--- src/rtl/fft_pkg.sv ---
// Shared constants and FSM encoding for the streaming radix-3 butterfly.
// Twiddle constants are Q10 with COEF_FRAC fractional bits.
package fft_pkg;

   localparam int COEF_W    = 18;
   localparam int COEF_FRAC = 10;

   localparam logic signed [COEF_W-1:0] C_HALF = -18'sd512;
   localparam logic signed [COEF_W-1:0] C_SIN  = 18'sd887;

   typedef enum logic [1:0] {
      COLLECT,
      CALC,
      EMIT
   } state_t;

endpackage

--- src/rtl/radix3_core.sv ---
// Combinational 3-point DFT: twiddle accumulation, round-half-up, optional
// right-shift scaling and saturation. Inverse mode swaps the y1/y2 outputs.
module radix3_core
   import fft_pkg::*;
#(
   parameter int WIDTH = 15,
   parameter int SHIFT = 0
) (
   input  logic [2:0][WIDTH-1:0] i_x_re,
   input  logic [2:0][WIDTH-1:0] i_x_im,
   input  logic                  i_inv,
   output logic [2:0][WIDTH-1:0] o_y_re,
   output logic [2:0][WIDTH-1:0] o_y_im,
   output logic [2:0]            o_sat
);

   localparam int AW = WIDTH + 13;
   localparam int RS = COEF_FRAC + SHIFT;

   localparam logic signed [AW-1:0] K_HALF = AW'(C_HALF);
   localparam logic signed [AW-1:0] K_SIN  = AW'(C_SIN);
   localparam logic signed [AW-1:0] RND    = AW'(1) <<< (RS - 1);
   localparam logic signed [AW-1:0] MAXV   = (AW'(1) <<< (WIDTH - 1)) - AW'(1);
   localparam logic signed [AW-1:0] MINV   = -(AW'(1) <<< (WIDTH - 1));

   // Returns {clipped, value}.
   function automatic logic [WIDTH:0] round_sat(input logic signed [AW-1:0] a);
      logic signed [AW-1:0] r;
      r = (a + RND) >>> RS;
      if (r > MAXV)
         round_sat = {1'b1, MAXV[WIDTH-1:0]};
      else if (r < MINV)
         round_sat = {1'b1, MINV[WIDTH-1:0]};
      else
         round_sat = {1'b0, r[WIDTH-1:0]};
   endfunction

   logic signed [AW-1:0] w_x0_re, w_x0_im, w_x1_re, w_x1_im, w_x2_re, w_x2_im;
   logic signed [AW-1:0] w_t_re, w_t_im, w_d_re, w_d_im;
   logic signed [AW-1:0] w_base_re, w_base_im, w_sd_re, w_sd_im;
   logic signed [AW-1:0] w_f1_re, w_f1_im, w_f2_re, w_f2_im;
   logic signed [AW-1:0] w_acc_re [3];
   logic signed [AW-1:0] w_acc_im [3];
   logic [2:0]           w_sat_re, w_sat_im;

   assign w_x0_re = AW'($signed(i_x_re[0]));
   assign w_x0_im = AW'($signed(i_x_im[0]));
   assign w_x1_re = AW'($signed(i_x_re[1]));
   assign w_x1_im = AW'($signed(i_x_im[1]));
   assign w_x2_re = AW'($signed(i_x_re[2]));
   assign w_x2_im = AW'($signed(i_x_im[2]));

   assign w_t_re = w_x1_re + w_x2_re;
   assign w_t_im = w_x1_im + w_x2_im;
   assign w_d_re = w_x1_re - w_x2_re;
   assign w_d_im = w_x1_im - w_x2_im;

   assign w_base_re = (w_x0_re <<< COEF_FRAC) + K_HALF * w_t_re;
   assign w_base_im = (w_x0_im <<< COEF_FRAC) + K_HALF * w_t_im;
   assign w_sd_re   = K_SIN * w_d_re;
   assign w_sd_im   = K_SIN * w_d_im;

   assign w_f1_re = w_base_re + w_sd_im;
   assign w_f1_im = w_base_im - w_sd_re;
   assign w_f2_re = w_base_re - w_sd_im;
   assign w_f2_im = w_base_im + w_sd_re;

   assign w_acc_re[0] = (w_x0_re + w_t_re) <<< COEF_FRAC;
   assign w_acc_im[0] = (w_x0_im + w_t_im) <<< COEF_FRAC;
   // The inverse transform uses the conjugate twiddle, which just exchanges y1 and y2.
   assign w_acc_re[1] = i_inv ? w_f2_re : w_f1_re;
   assign w_acc_im[1] = i_inv ? w_f2_im : w_f1_im;
   assign w_acc_re[2] = i_inv ? w_f1_re : w_f2_re;
   assign w_acc_im[2] = i_inv ? w_f1_im : w_f2_im;

   for (genvar k = 0; k < 3; k++) begin : g_out
      assign {w_sat_re[k], o_y_re[k]} = round_sat(w_acc_re[k]);
      assign {w_sat_im[k], o_y_im[k]} = round_sat(w_acc_im[k]);
   end

   assign o_sat = w_sat_re | w_sat_im;

endmodule

--- src/rtl/radix3_bfly_stream.sv ---
// Streaming radix-3 butterfly: collects a triple over valid/ready, computes
// it in one cycle, then emits y0..y2 serially under backpressure.
module radix3_bfly_stream
   import fft_pkg::*;
#(
   parameter int WIDTH = 15,
   parameter int SHIFT = 0
) (
   input  logic                    clk,
   input  logic                    rst,
   input  logic                    in_valid,
   output logic                    in_ready,
   input  logic signed [WIDTH-1:0] in_re,
   input  logic signed [WIDTH-1:0] in_im,
   input  logic                    in_inv,
   output logic                    out_valid,
   input  logic                    out_ready,
   output logic signed [WIDTH-1:0] out_re,
   output logic signed [WIDTH-1:0] out_im,
   output logic [1:0]              out_idx,
   output logic                    out_last,
   output logic                    out_sat
);

   state_t                  r_state;
   logic [1:0]              r_cnt;
   logic                    r_inv;
   logic [2:0][WIDTH-1:0]   r_x_re, r_x_im, r_y_re, r_y_im;
   logic [2:0]              r_sat;
   logic                    r_out_valid, r_out_last, r_out_sat;
   logic [1:0]              r_out_idx;
   logic signed [WIDTH-1:0] r_out_re, r_out_im;

   logic [2:0][WIDTH-1:0]   w_y_re, w_y_im;
   logic [2:0]              w_sat;
   logic [1:0]              w_cnt_nxt;

   assign w_cnt_nxt = r_cnt + 2'd1;

   radix3_core #(
      .WIDTH (WIDTH),
      .SHIFT (SHIFT)
   ) u_core (
      .i_x_re (r_x_re),
      .i_x_im (r_x_im),
      .i_inv  (r_inv),
      .o_y_re (w_y_re),
      .o_y_im (w_y_im),
      .o_sat  (w_sat)
   );

   // Ready is forced low while reset is asserted, then follows the state directly.
   assign in_ready  = (r_state == COLLECT) && !rst;
   assign out_valid = r_out_valid;
   assign out_re    = r_out_re;
   assign out_im    = r_out_im;
   assign out_idx   = r_out_idx;
   assign out_last  = r_out_last;
   assign out_sat   = r_out_sat;

   // NOTE: sample and result slots are reset too, so a discarded partial triple
   // can never leak into a later result or onto the outputs.
   always_ff @(posedge clk or posedge rst) begin
      if (rst) begin
         r_state     <= COLLECT;
         r_cnt       <= '0;
         r_inv       <= 1'b0;
         r_x_re      <= '0;
         r_x_im      <= '0;
         r_y_re      <= '0;
         r_y_im      <= '0;
         r_sat       <= '0;
         r_out_valid <= 1'b0;
         r_out_re    <= '0;
         r_out_im    <= '0;
         r_out_idx   <= '0;
         r_out_last  <= 1'b0;
         r_out_sat   <= 1'b0;
      end else begin
         case (r_state)
            COLLECT: begin
               if (in_valid) begin
                  r_x_re[r_cnt] <= in_re;
                  r_x_im[r_cnt] <= in_im;
                  if (r_cnt == 2'd0) r_inv <= in_inv;
                  if (r_cnt == 2'd2) begin
                     r_cnt   <= '0;
                     r_state <= CALC;
                  end else begin
                     r_cnt <= w_cnt_nxt;
                  end
               end
            end
            CALC: begin
               r_y_re      <= w_y_re;
               r_y_im      <= w_y_im;
               r_sat       <= w_sat;
               r_out_re    <= w_y_re[0];
               r_out_im    <= w_y_im[0];
               r_out_sat   <= w_sat[0];
               r_out_idx   <= 2'd0;
               r_out_last  <= 1'b0;
               r_out_valid <= 1'b1;
               r_cnt       <= '0;
               r_state     <= EMIT;
            end
            EMIT: begin
               if (out_ready) begin
                  if (r_cnt == 2'd2) begin
                     r_out_valid <= 1'b0;
                     r_cnt       <= '0;
                     r_state     <= COLLECT;
                  end else begin
                     r_cnt      <= w_cnt_nxt;
                     r_out_re   <= r_y_re[w_cnt_nxt];
                     r_out_im   <= r_y_im[w_cnt_nxt];
                     r_out_sat  <= r_sat[w_cnt_nxt];
                     r_out_idx  <= w_cnt_nxt;
                     r_out_last <= (w_cnt_nxt == 2'd2);
                  end
               end
            end
            default: r_state <= COLLECT;
         endcase
      end
   end

endmodule

--- config.mk ---
export PLATFORM = sky130hd
export DESIGN_NAME = radix3_bfly_stream
export DESIGN_NICKNAME = d
export VERILOG_FILES = /design/src/rtl/fft_pkg.sv /design/src/rtl/radix3_core.sv /design/src/rtl/radix3_bfly_stream.sv
export SDC_FILE = /design/constraint.sdc
export NUM_CORES = 2
export LEC_CHECK = 0
export CAP_MARGIN = 20
export CORE_MARGIN = 3
export CORE_UTILIZATION = 50
export CTS_CLUSTER_SIZE = 30
export DETAILED_ROUTE_END_ITERATION = 8
export HOLD_SLACK_MARGIN = 0.05
export PLACE_DENSITY = 0.65
export SLEW_MARGIN = 5
export SYNTH_ARGS = -nofsm -noshare
export SYNTH_HDL_FRONTEND = slang
export SYNTH_SLANG_ARGS = --single-unit
--- constraint.sdc ---
create_clock -name clk -period 19.25 [get_ports clk]
set_clock_uncertainty 0.2 [all_clocks]
set_input_delay 2.8875 -clock clk [delete_from_list [all_inputs] [get_ports clk]]
set_output_delay 2.8875 -clock clk [all_outputs]
set_load 0.05 [all_outputs]
==> reports/qor.csv <==
stage;metric;value;unit
critical_path;crit_required;19.46;ns
clocking;clock_latency;0.56;ns
placed_design;dp.final_hpwl;69800;µm
yosys;async_reset_ff_frac;1.00;
global_route;overflow;0;
cells_and_area;fin_cells;4603;
timing;setup_viol;0;
clocking;htreeDepth;1;
outcome;status;finished clean;
yosys;synth.top_cell.area_share;0.179;
timing;holdWs;0.289;ns
run;cap_violations;0;
global_route;antenna_found_initial;2;
yosys;yosys_warnings;0;
cells_and_area;multi_input_area;23300;µm²
yosys;synthFlopType;dfrtp_1;
yosys;synthAdderAreaFrac;0.254;
yosys;yosysUniqueCellTypes;97;
floorplanning;start_util;0.511;
routing;drt_iter0_markers;2325;
yosys;syn_nets;4358;
critical_path;rr_worst_depth;45;
floorplanning;rows;90;
yosys;syn_avg_cell_area;8.22;µm²
min_path;hold_start;r_y_im[37];
clocking;ctsHoldBuffers;0;
critical_path;endpoint_kind;flip-flop;
floorplanning;ioPinCount;71;
floorplanning;die-area;65200;µm²
global_route;first_global_vias;24700;
yosys;synth_top_cell_by_area;dfrtp_1;
critical_path;path_class;flip-flop to flip-flop;
timing;setup_ws;6.67;ns
yosys;yosys.area_share.simple;0.160;
cells_and_area;antenna_cells;0;
min_path;whs_path_depth;2;
routing;drt-total-wl;85000;µm
global_route;grt_pass1_wl;137000;µm
cells_and_area;register_area;5590;µm²
yosys;synth.most_common_cell;inv_1;
floorplanning;die_width;255;µm
placed_design;dp_cells;4557;
routing;ant_nets;0;
clocking;clk_pin_slew_worst_paths;0.06;ns
yosys;synth_xor_area_frac;0.0933;
floorplanning;dieHeight;255;µm
yosys;synthTopCellsByCount;inv_1, ha_1, nor2_1;
min_path;worstHoldPathType;flip-flop to flip-flop;
critical_path;timing.critical_path.mode_cell;a21oi_1;
global_route;grt_max_degree;112;
critical_path;worstPathMaxFanout;15;
timing;period_needed;12.58;ns
placed_design;dp_slack;6.76;ns
yosys;synth_edf_count;0;
yosys;syn_inst;3784;
critical_path;regToRegStartpoint;r_x_im[15];
timing;hold_viol;0;
routing;avgViaCountPerCell;5.71;
timing;fmax;79.5;MHz
timing;rsz0062_at_grt;false;
routing;firstDrtPassIters;5;
routing;drc;0;
critical_path;cp_slowest_stage_delay;0.76;ns
clocking;cts-root-buf;clkbuf_16;
yosys;synth_top_family_by_area;adder cells;
yosys;netlist_area;31100;µm²
clocking;postCtsSetupBuffers;0;
clocking;post_cts_resized;0;
clocking;cts_sinks;223;
timing;tightest_slew;1.05;ns
clocking;numCtsBuffers;25;
cells_and_area;area_growth;7.16;%
critical_path;reg2reg_slack;6.67;ns
yosys;ys_seq_area_frac;0.179;
yosys;synth_area_leaders;dfrtp_1, ha_1, fa_1;
routing;num_vias;26300;
floorplanning;core;60900;µm²
timing;slew_viol_final;0;
yosys;synth-compound-area-share;0.197;
timing;finalSetupTns;0;ns
yosys;muxShareOfSynthArea;0.0432;
timing;period_share;0.653;
critical_path;arrival;12.78;ns
critical_path;cpMaxStageDelayCell;a2111oi_0;
routing;wl_per_cell;18.5;µm
placed_design;place_congestion;0.937;
cells_and_area;fin_nets;4331;
yosys;ys_seq_elements;223;
critical_path;cp.depth;45;
critical_path;crit_family;compound AO/OA/AOI/OAI gates;
timing;max-slew-margin-rel;0.301;
critical_path;critPathLaunchType;flip-flop;
critical_path;r2r-end;r_sat[2];
cells_and_area;layout-drive-gt1-share;0.0501;
global_route;grt_usage;0.255;
critical_path;path_buf_inv;5;
min_path;worstHoldEndpoint;r_y_im[37];
clocking;clock_path_buffers;3;
placed_design;port_buffers;70;
clocking;cts_tree;yes;
cells_and_area;fillers;5762;
cell families (layout without fill, tap and decap cells):
| logic type | Yosys count | in the layout |
|---|---|---|
| mux | 126 | 126 |
| buf+inv | 593 | 584 |
| compound gates | 943 | 943 |
| fa+ha+maj | 539 | 539 |
| simple gates | 1034 | 1034 |
| xor+xnor | 326 | 326 |
| flops | 223 | 223 |
area by class of cell:
class	count	share of cell area
clock inverter	13	0.00454
timing repair buffer	90	0.0259
multi-input combinational	2968	0.699
tap	828	0.0311
inverter	449	0.0508
clock buffer	32	0.0208
sequential	223	0.168
registers in the layout (all words and copies together), names as in the netlist:
register   flops
r_cnt          2
out_valid      1
r_state        2
r_x_im        45
r_x_re        45
r_y_im        45
out_idx        2
out_sat        1
out_last       1
r_sat          3
r_inv          1
out_im        15
r_y_re        45
out_re        15
cells in the final DEF (no fill, tap or decap), types with 17 or more instances in the layout:
| master | n |
|---|---|
| nand2_1 | 265 |
| o31ai_1 | 22 |
| o211a_1 | 18 |
| a21oi_1 | 263 |
| fa_1 | 156 |
| nand4_1 | 17 |
| clkbuf_16 | 25 |
| and3_1 | 36 |
| o21bai_1 | 18 |
| or3_1 | 35 |
| nor3_1 | 73 |
| o21a_1 | 35 |
| mux2_2 | 66 |
| o211ai_1 | 29 |
| dfrtp_1 | 221 |
| nor4_1 | 21 |
| and2_1 | 22 |
| xnor2_1 | 218 |
| nor2_1 | 305 |
| mux2i_1 | 60 |
| a31oi_1 | 27 |
| a21boi_0 | 26 |
| a21o_1 | 87 |
| clkdlybuf4s50_1 | 70 |
| nor2b_1 | 47 |
| ha_1 | 383 |
| inv_1 | 446 |
| buf_4 | 18 |
| xor2_1 | 105 |
| a211oi_1 | 20 |
| o21ai_0 | 235 |
| nand3_1 | 90 |
| nand2b_1 | 38 |
worst reg2reg max path, delay by kind of cell (launching register included):
family | cells | cell delay (ns)
DFF | 1 | 0.38
muxes | 1 | 0.41
adders and majority gates | 9 | 3.66
buffers and inverters | 5 | 0.47
and+or+nand+nor | 7 | 1.60
AOI/OAI and AO/OA | 20 | 5.05
xor gates and xnor gates | 3 | 0.64
how the worst max path moves through the flow:
stage / start / endpoint / slack (ns)
2_1_floorplan: r_x_im[16] / r_y_re[31] / 7.18
3_3_place_gp: r_x_re[16] / r_y_im[36] / 7.03
3_5_place_dp: r_x_im[15] / r_sat[2] / 6.76
4_1_cts: r_x_im[15] / r_sat[2] / 6.75
5_1_grt: r_x_re[31] / r_y_im[35] / 5.60
6_report: r_x_im[15] / r_sat[2] / 6.67
routing by layer:
layer  vias up  global-route usage  share of wire
li1      13000                   -              -
met1     12500               0.405           0.51
met2       678               0.385           0.42
met3        44              0.0272          0.058
met4         0              0.0233         0.0082
met5         -                   0              0
metrics by stage:
step                area [µm²]   util
finish                   33300  0.547
global route             33300  0.547
CTS                      33300  0.547
detailed placement       32500  0.533
global placement         32500  0.533
floorplan                31100      -
Power is not shown: default switching activity piles up to over one toggle a cycle in this logic, so the estimate is an artifact.
